$ cat src/rtl/uart_tx_fifo.sv
// Circular word FIFO that feeds uart_tx one frame at a time through its
// i_dv/i_data strobe, holding off the next word until the frame in flight ends.
`timescale 1ns/1ps

module uart_tx_fifo #(
    parameter int p_WORD_LEN   = 8,
    parameter int p_DEPTH_LOG2 = 4
) (
    input  logic                    i_clk,
    input  logic                    i_rst,
    input  logic                    i_wr_en,
    input  logic [p_WORD_LEN-1:0]   i_wr_data,
    output logic                    o_full,
    output logic                    o_empty,
    output logic [p_DEPTH_LOG2:0]   o_count,
    output logic                    o_overflow,
    output logic                    o_dv,
    output logic [p_WORD_LEN-1:0]   o_data,
    input  logic                    i_tx_active,
    input  logic                    i_tx_done
);

    localparam int unsigned DEPTH = 2 ** p_DEPTH_LOG2;
    localparam logic [p_DEPTH_LOG2:0] FULL_COUNT = {1'b1, {p_DEPTH_LOG2{1'b0}}};

    typedef enum logic [1:0] {
        IDLE,
        ISSUE,
        WAIT_ACT,
        WAIT_DONE
    } state_t;

    state_t                  state;
    logic [p_WORD_LEN-1:0]   mem [DEPTH];
    logic [p_DEPTH_LOG2-1:0] wr_ptr;
    logic [p_DEPTH_LOG2-1:0] rd_ptr;
    logic [p_DEPTH_LOG2:0]   count;
    logic                    wr_accept;
    logic                    pop;

    assign o_full    = (count == FULL_COUNT);
    assign o_empty   = (count == '0);
    assign o_count   = count;
    // Full is judged on the registered count, so a pop in the same cycle does not free a slot.
    assign wr_accept = i_wr_en && !o_full;
    assign pop       = (state == IDLE) && (count != '0);

    always_ff @(posedge i_clk) begin
        if (wr_accept) begin
            mem[wr_ptr] <= i_wr_data;
        end
    end

    always_ff @(posedge i_clk or posedge i_rst) begin
        if (i_rst) begin
            wr_ptr     <= '0;
            rd_ptr     <= '0;
            count      <= '0;
            o_overflow <= 1'b0;
            o_dv       <= 1'b0;
            o_data     <= '0;
            state      <= IDLE;
        end else begin
            o_overflow <= i_wr_en && o_full;
            o_dv       <= 1'b0;

            if (wr_accept) begin
                wr_ptr <= wr_ptr + 1'b1;
            end

            case ({wr_accept, pop})
                2'b10:   count <= count + 1'b1;
                2'b01:   count <= count - 1'b1;
                default: count <= count;
            endcase

            case (state)
                IDLE: begin
                    if (pop) begin
                        o_data <= mem[rd_ptr];
                        o_dv   <= 1'b1;
                        rd_ptr <= rd_ptr + 1'b1;
                        state  <= ISSUE;
                    end
                end
                ISSUE: begin
                    state <= WAIT_ACT;
                end
                WAIT_ACT: begin
                    if (i_tx_done) begin
                        state <= IDLE;
                    end else if (i_tx_active) begin
                        state <= WAIT_DONE;
                    end
                end
                WAIT_DONE: begin
                    // Active was high on entry, so seeing it low here means it fell.
                    if (i_tx_done || !i_tx_active) begin
                        state <= IDLE;
                    end
                end
                default: state <= IDLE;
            endcase
        end
    end

endmodule

$ cat config.mk
export PLATFORM = sky130hd
export DESIGN_NAME = uart_tx_fifo
export DESIGN_NICKNAME = d
export VERILOG_FILES = /design/src/rtl/uart_tx_fifo.sv
export SDC_FILE = /design/constraint.sdc
export NUM_CORES = 1
export LEC_CHECK = 0
export BUFFER_PORTS_ARGS = -buffer_cell sky130_fd_sc_hd__clkbuf_2
export CORE_ASPECT_RATIO = 1.2
export CORE_MARGIN = 8
export CORE_UTILIZATION = 55
export DETAILED_ROUTE_END_ITERATION = 7
export PLACE_DENSITY = 0.72
export SYNTH_ARGS = -nofsm -noshare
export SYNTH_HDL_FRONTEND = slang
export SYNTH_SLANG_ARGS = --single-unit
export TNS_END_PERCENT = 10
$ cat constraint.sdc
create_clock -name i_clk -period 4 [get_ports i_clk]
set_input_delay 0.4 -clock i_clk [delete_from_list [all_inputs] [get_ports i_clk]]
set_output_delay 0.4 -clock i_clk [all_outputs]
set_load 0.01 [all_outputs]
; ---- After elaboration in Yosys (flattened, before gate mapping)
; Memories as Yosys holds them, arrays and structs flattened. A register that Yosys moved wholly into a read port is not among the register bits.
; Cells that the tools add are included.
[totals]
n_memories = 1
regBits = 17
out_inout_bits = 17
ramBits = 128
in_bits = 13
[memory_table]
columns = name, words, width, rd, rd_ports_with_merged_regs, write_ports, line
row1 = mem, 16, 8, 1, 1, 1, 34  ; logic [p_WORD_LEN-1:0] mem [DEPTH];
[classes]
n_eq_ne = 9
add_sub_neg = 4
mux = 10
reduce_logical = 12
[ops]
columns = cell, count
row1 = $pmux 5 s2, 1
row2 = $add 4x1->4 const B, 2
row3 = $mux 2, 4
row4 = $pmux 2 s4, 1
row5 = $eq 2x2->1 const B, 3
row6 = $add 5x1->5 const B, 1
row7 = $eq 5x5->1 const B, 1
row8 = $logic_not 5->1, 1
row9 = $reduce_bool 5->1, 1
row10 = $sub 5x1->5 const B, 1
row11 = $eq 2x1->1 const B, 2
row12 = $mux 1, 4
row13 = $ne 2x2->1 const B, 2
row14 = $logic_and 1x1->1, 3
row15 = $ne 3x3->1 const B, 1
row16 = $reduce_and 3->1, 1
row17 = $logic_not 1->1, 2
row18 = $logic_not 2->1, 1
row19 = $reduce_and 2->1, 1
row20 = $reduce_bool 2->1, 1
row21 = $logic_or 1x1->1, 1

; ---- Depth between registers and ports, before layout
[logic_depth]
ltp_word = 5
mapped_depth = 12

; ---- Worst setup path before layout
; Ideal clock, no wire load.
[synth_timing]
kind = register -> register
from = register count[2], in the netlist o_count[2]
to = register count[4], in the netlist o_count[4]
required_ns = 3.868
n_path_buf = 2
path_stages_with_launch = 12
setup_slack_ns = 0.942
arrival_time_ns = 2.926
cell_sequence = dfrtp_1 > buf_2 > or3_4 > o31a_1 > ha_1 > clkbuf_1 > xor2_1 > ha_1 > or3_1 > a2111oi_0 > nor4_1 > xnor2_1
[synth_between]
elab_chain_len = 5
[synth_lines]
columns = item, line
row1 = start: declaration, 37  ; logic [p_DEPTH_LOG2:0] count;
row2 = start signal: assignment, 72  ; 2'b10: count <= count + 1'b1;
row3 = start signal: assignment, 73  ; 2'b01: count <= count - 1'b1;
row4 = start signal: assignment, 74  ; default: count <= count;
row5 = $eq 5x5->1, 41  ; assign o_full = (count == FULL_COUNT);
row6 = $logic_not 1->1, 45  ; assign wr_accept = i_wr_en && !o_full;
row7 = $logic_and 1x1->1, 45
row8 = $eq 2x1->1 / $eq 2x2->1 (equally long branches), 71  ; case ({wr_accept, pop})
row9 = $pmux 5 s2 / $reduce_bool 2->1 (equally long branches), -
; Several ways; a longest one is shown, not always the timed one.
; A chain may end at the register's enable or synchronous reset.

; ---- Worst setup path in the final report
; Same ends and word-level chain as after synthesis.

==> reports/summary.json <==
{
  "cts_tree": {"value": "done"},
  "wire_length_of_the_first_global_routing_pass": {"value": 17.95, "unit": "mm"},
  "least_margin_pin_slew": {"value": 1045, "unit": "ps"},
  "synth_sequential_area_ratio": {"value": 71.20, "unit": "%"},
  "die_width": {"value": 113.5, "unit": "um"},
  "post_synth_instance_area": {"value": 0.006277, "unit": "sq mm"},
  "route.detailed.drc": {"value": 0},
  "drt_first_iter_violations": {"value": 293},
  "finalWorstSetupSlack": {"value": 877.9, "unit": "ps"},
  "final-max-slew-violation-count": {"value": 0},
  "timing.fmax": {"value": 0.3203, "unit": "GHz"},
  "combinational_family_with_the_most_area_after_synthesis": {"value": "multiplexers"},
  "vdd.ir_drop.worst": {"value": 0.4038, "unit": "mV"},
  "post_synth_xor_area_fraction": {"value": 1.535, "unit": "%"},
  "synthToLayoutAreaGrowth": {"value": 14.23, "unit": "%"},
  "report.final.setup_viol": {"value": 0},
  "synth_top_flop_cell": {"value": "sky130_fd_sc_hd__edfxtp_1"},
  "leakagePower": {"value": 0.002523, "unit": "uW"},
  "synth-async-reset-ratio": {"value": 16.34, "unit": "%"},
  "netlist_instances": {"value": 332},
  "stdcell_area": {"value": 0.007171, "unit": "sq mm"},
  "critPathKind": {"value": "reg -> reg"},
  "timing.final.hold_violations": {"value": 0},
  "routed_wire_length_per_instance": {"value": 20.98, "unit": "um"},
  "design.final.nets": {"value": 388},
  "placement.cell_area": {"value": 0.006545, "unit": "sq mm"},
  "firstDrtPassIters": {"value": 5},
  "cp.arrival": {"value": 3410, "unit": "ps"},
  "holdBufCountCts": {"value": 0},
  "number_of_enable_type_register_cells_in_the_synthesized_netlist": {"value": 128},
  "routabilityCongestion": {"value": 0.8280},
  "antenna_found_initial": {"value": 0},
  "die_height": {"value": 133.0, "unit": "um"},
  "power_per_cell_area": {"value": 739.0, "unit": "mW/mm^2"},
  "diodes": {"value": 0},
  "hold_path.class": {"value": "in -> async"},
  "run_status": {"value": "finished, final reports clean"},
  "postRouteAntennaNets": {"value": 0},
  "insertion_delay_of_the_later_clocked_pin_in_the_worst_skew_pair": {"value": 410, "unit": "ps"},
  "clk_root_buffer_cell": {"value": "sky130_fd_sc_hd__clkbuf_16"},
  "hpwlAfterDp": {"value": 7.314, "unit": "mm"},
  "resized_cells_post_cts": {"value": 0},
  "clk_transition_reported_paths": {"value": 60, "unit": "ps"},
  "pre_cts_slack": {"value": 875.0, "unit": "ps"},
  "worst_setup_path_end_kind": {"value": "flop"},
  "postSynthRegisterBits": {"value": 153},
  "fin_crit": {"value": 3122, "unit": "ps"},
  "worst_clock_skew": {"value": 8.015, "unit": "ps"},
  "grt_max_degree": {"value": 36},
  "dpl.cell_count": {"value": 501},
  "netlist-cell-type-count": {"value": 42},
  "start_util": {"value": 56.61, "unit": "%"},
  "synth_compound_gate_area_share": {"value": 4.485, "unit": "%"},
  "syn_avg_cell_area": {"value": 18.91, "unit": "sq um"},
  "min_period_over_period": {"value": 78.05, "unit": "%"},
  "tns": {"value": 0, "unit": "ps"},
  "tritoncts_num_sinks": {"value": 153},
  "headroom_to_the_max_slew_limit": {"value": 30.36, "unit": "%"},
  "synth-simple-area-share": {"value": 4.186, "unit": "%"},
  "viasPerCell": {"value": 5.827},
  "yosys-mux-area-fraction": {"value": 14.65, "unit": "%"},
  "design.die.area": {"value": 0.01510, "unit": "sq mm"},
  "grtUsageTotal": {"value": 15.92, "unit": "%"},
  "cts_buffers": {"value": 17},
  "syn_nets": {"value": 354},
  "critPathLaunchType": {"value": "flop"},
  "port_buffers": {"value": 29},
  "worstPathRequired": {"value": 4280, "unit": "ps"},
  "hold_ws": {"value": 172.9, "unit": "ps"},
  "post-cts-setup-buffers": {"value": 0},
  "ioPinCount": {"value": 30},
  "h-tree-depth": {"value": 4},
  "drive_gt1_share": {"value": 24.01, "unit": "%"},
  "vias": {"value": 3106},
  "placeableCoreArea": {"value": 0.01109, "unit": "sq mm"},
  "unrepaired_setup_endpoints_after_global_routing": {"value": "false"},
  "placementRows": {"value": 42},
  "wirelength": {"value": 11.18, "unit": "mm"},
  "synth-adder-area-share": {"value": 1.794, "unit": "%"},
  "max-clock-path-buffers": {"value": 2},
  "first_global_vias": {"value": 3265},
  "fin_cells": {"value": 533},
  "maximum_fanout_encountered_on_the_critical_timing_path": {"value": 12},
  "timing.max_cap.violations": {"value": 0},
  "grt-ovfl-total": {"value": 0},
  "fillerInstances": {"value": 751},
  "synth.yosys.warnings": {"value": 0}
}
-- cell type report --
class	instances	area (sq um)	share of cell area (%)
clock inverters	9	72.57	1.012
multi-input cells	153	1673	23.33
clock buffers	23	553.0	7.712
flip-flops and latches	153	4471	62.35
repair buffers	34	182.7	2.548
well taps	154	192.7	2.687
inverters	7	26.28	0.3664
-- per-stage QoR --
| stage | util [%] | power, uW |
|---|---|---|
| finish | 64.67 | 5299 |
| global route | 64.67 | 5569 |
| CTS | 64.67 | 5340 |
| detailed placement | 59.03 | 3729 |
| global placement | 59.03 | 3673 |
| floorplan | - | 3361 |
-- cells by family after synthesis --
family,after synthesis
DFF,153
and+or+nand+nor,50
muxes,42
AOI/OAI and AO/OA,41
buffers and inverters,26
xor gates and xnor gates,11
adders and majority gates,9
-- worst max-delay path, cell delays in order, from the launching register on --
cell and delay (ps):
sky130_fd_sc_hd__dfrtp_1 480, sky130_fd_sc_hd__or3_4 460, sky130_fd_sc_hd__o31a_1 280, sky130_fd_sc_hd__ha_1 320, sky130_fd_sc_hd__xor2_1 210, sky130_fd_sc_hd__ha_1 230, sky130_fd_sc_hd__or3_1 330, sky130_fd_sc_hd__a2111oi_0 390
sky130_fd_sc_hd__nor4_1 140, sky130_fd_sc_hd__xnor2_1 150
-- path summary, 6_finish.rpt --
kind,from,end,slack [ps],cells past startpoint
setup / recovery,o_count[2],o_count[4],880,9
hold / removal,i_rst,o_data[3],170,2
setup reg to reg,o_count[2],o_count[4],880,9
hold reg to reg,state[1],state[1],490,1
max in group asynchronous,i_rst,rd_ptr[1],3190,2
min in group i_clk,i_tx_done,state[0],190,2
-- routing by layer --
layer  global-route usage [%]  wire length [um]
met5                        0                 0
met4                    6.454               211
met3                    4.506               621
met2                    26.68              5709
met1                    18.84              4640
-- placed cells by master, fill, tap and decap left out, types with 4 or more instances in the layout --
cell type	netlist	routed
sky130_fd_sc_hd__edfxtp_1	128	128
sky130_fd_sc_hd__clkbuf_2	0	29
sky130_fd_sc_hd__dfrtp_1	25	24
sky130_fd_sc_hd__mux4_1	23	23
sky130_fd_sc_hd__clkbuf_16	0	21
sky130_fd_sc_hd__o22ai_1	16	16
sky130_fd_sc_hd__nor2_1	15	15
sky130_fd_sc_hd__a21oi_1	11	11
sky130_fd_sc_hd__mux2_2	10	10
sky130_fd_sc_hd__nand2_1	9	9
sky130_fd_sc_hd__mux4_2	9	9
sky130_fd_sc_hd__ha_1	9	9
sky130_fd_sc_hd__xnor2_1	8	8
sky130_fd_sc_hd__inv_1	7	7
sky130_fd_sc_hd__nor3_1	6	6
sky130_fd_sc_hd__nand2b_1	5	5
sky130_fd_sc_hd__buf_4	1	5
sky130_fd_sc_hd__clkinv_4	0	4
-- synth_stat cells (all sizes together), types with 3 or more instances --
library cell	count	share of area (%)
a21oi	11	0.88
buf	13	1.4
clkbuf	6	0.36
dfrtp	25	10
edfxtp	128	61
ha	9	1.8
inv	7	0.42
mux2	10	1.8
mux4	32	13
nand2	9	0.54
nand2b	5	0.50
nor2	15	0.90
nor3	6	0.48
o21ai	3	0.24
o22ai	16	1.6
xnor2	8	1.1
xor2	3	0.42
-- where the power goes --
group	internal, uW	total, uW	switching [uW]
Combinational	704	1420	712
Clock	984	1600	619
Sequential	1990	2280	287
-- flip-flops by register name, summed over array words and instances, names as in the netlist --
signal	cells
mem	128
o_data	8
o_count	5
rd_ptr	4
wr_ptr	4
state	2
o_dv	1
o_overflow	1
No activity file was read; power rests on OpenSTA's default activity.
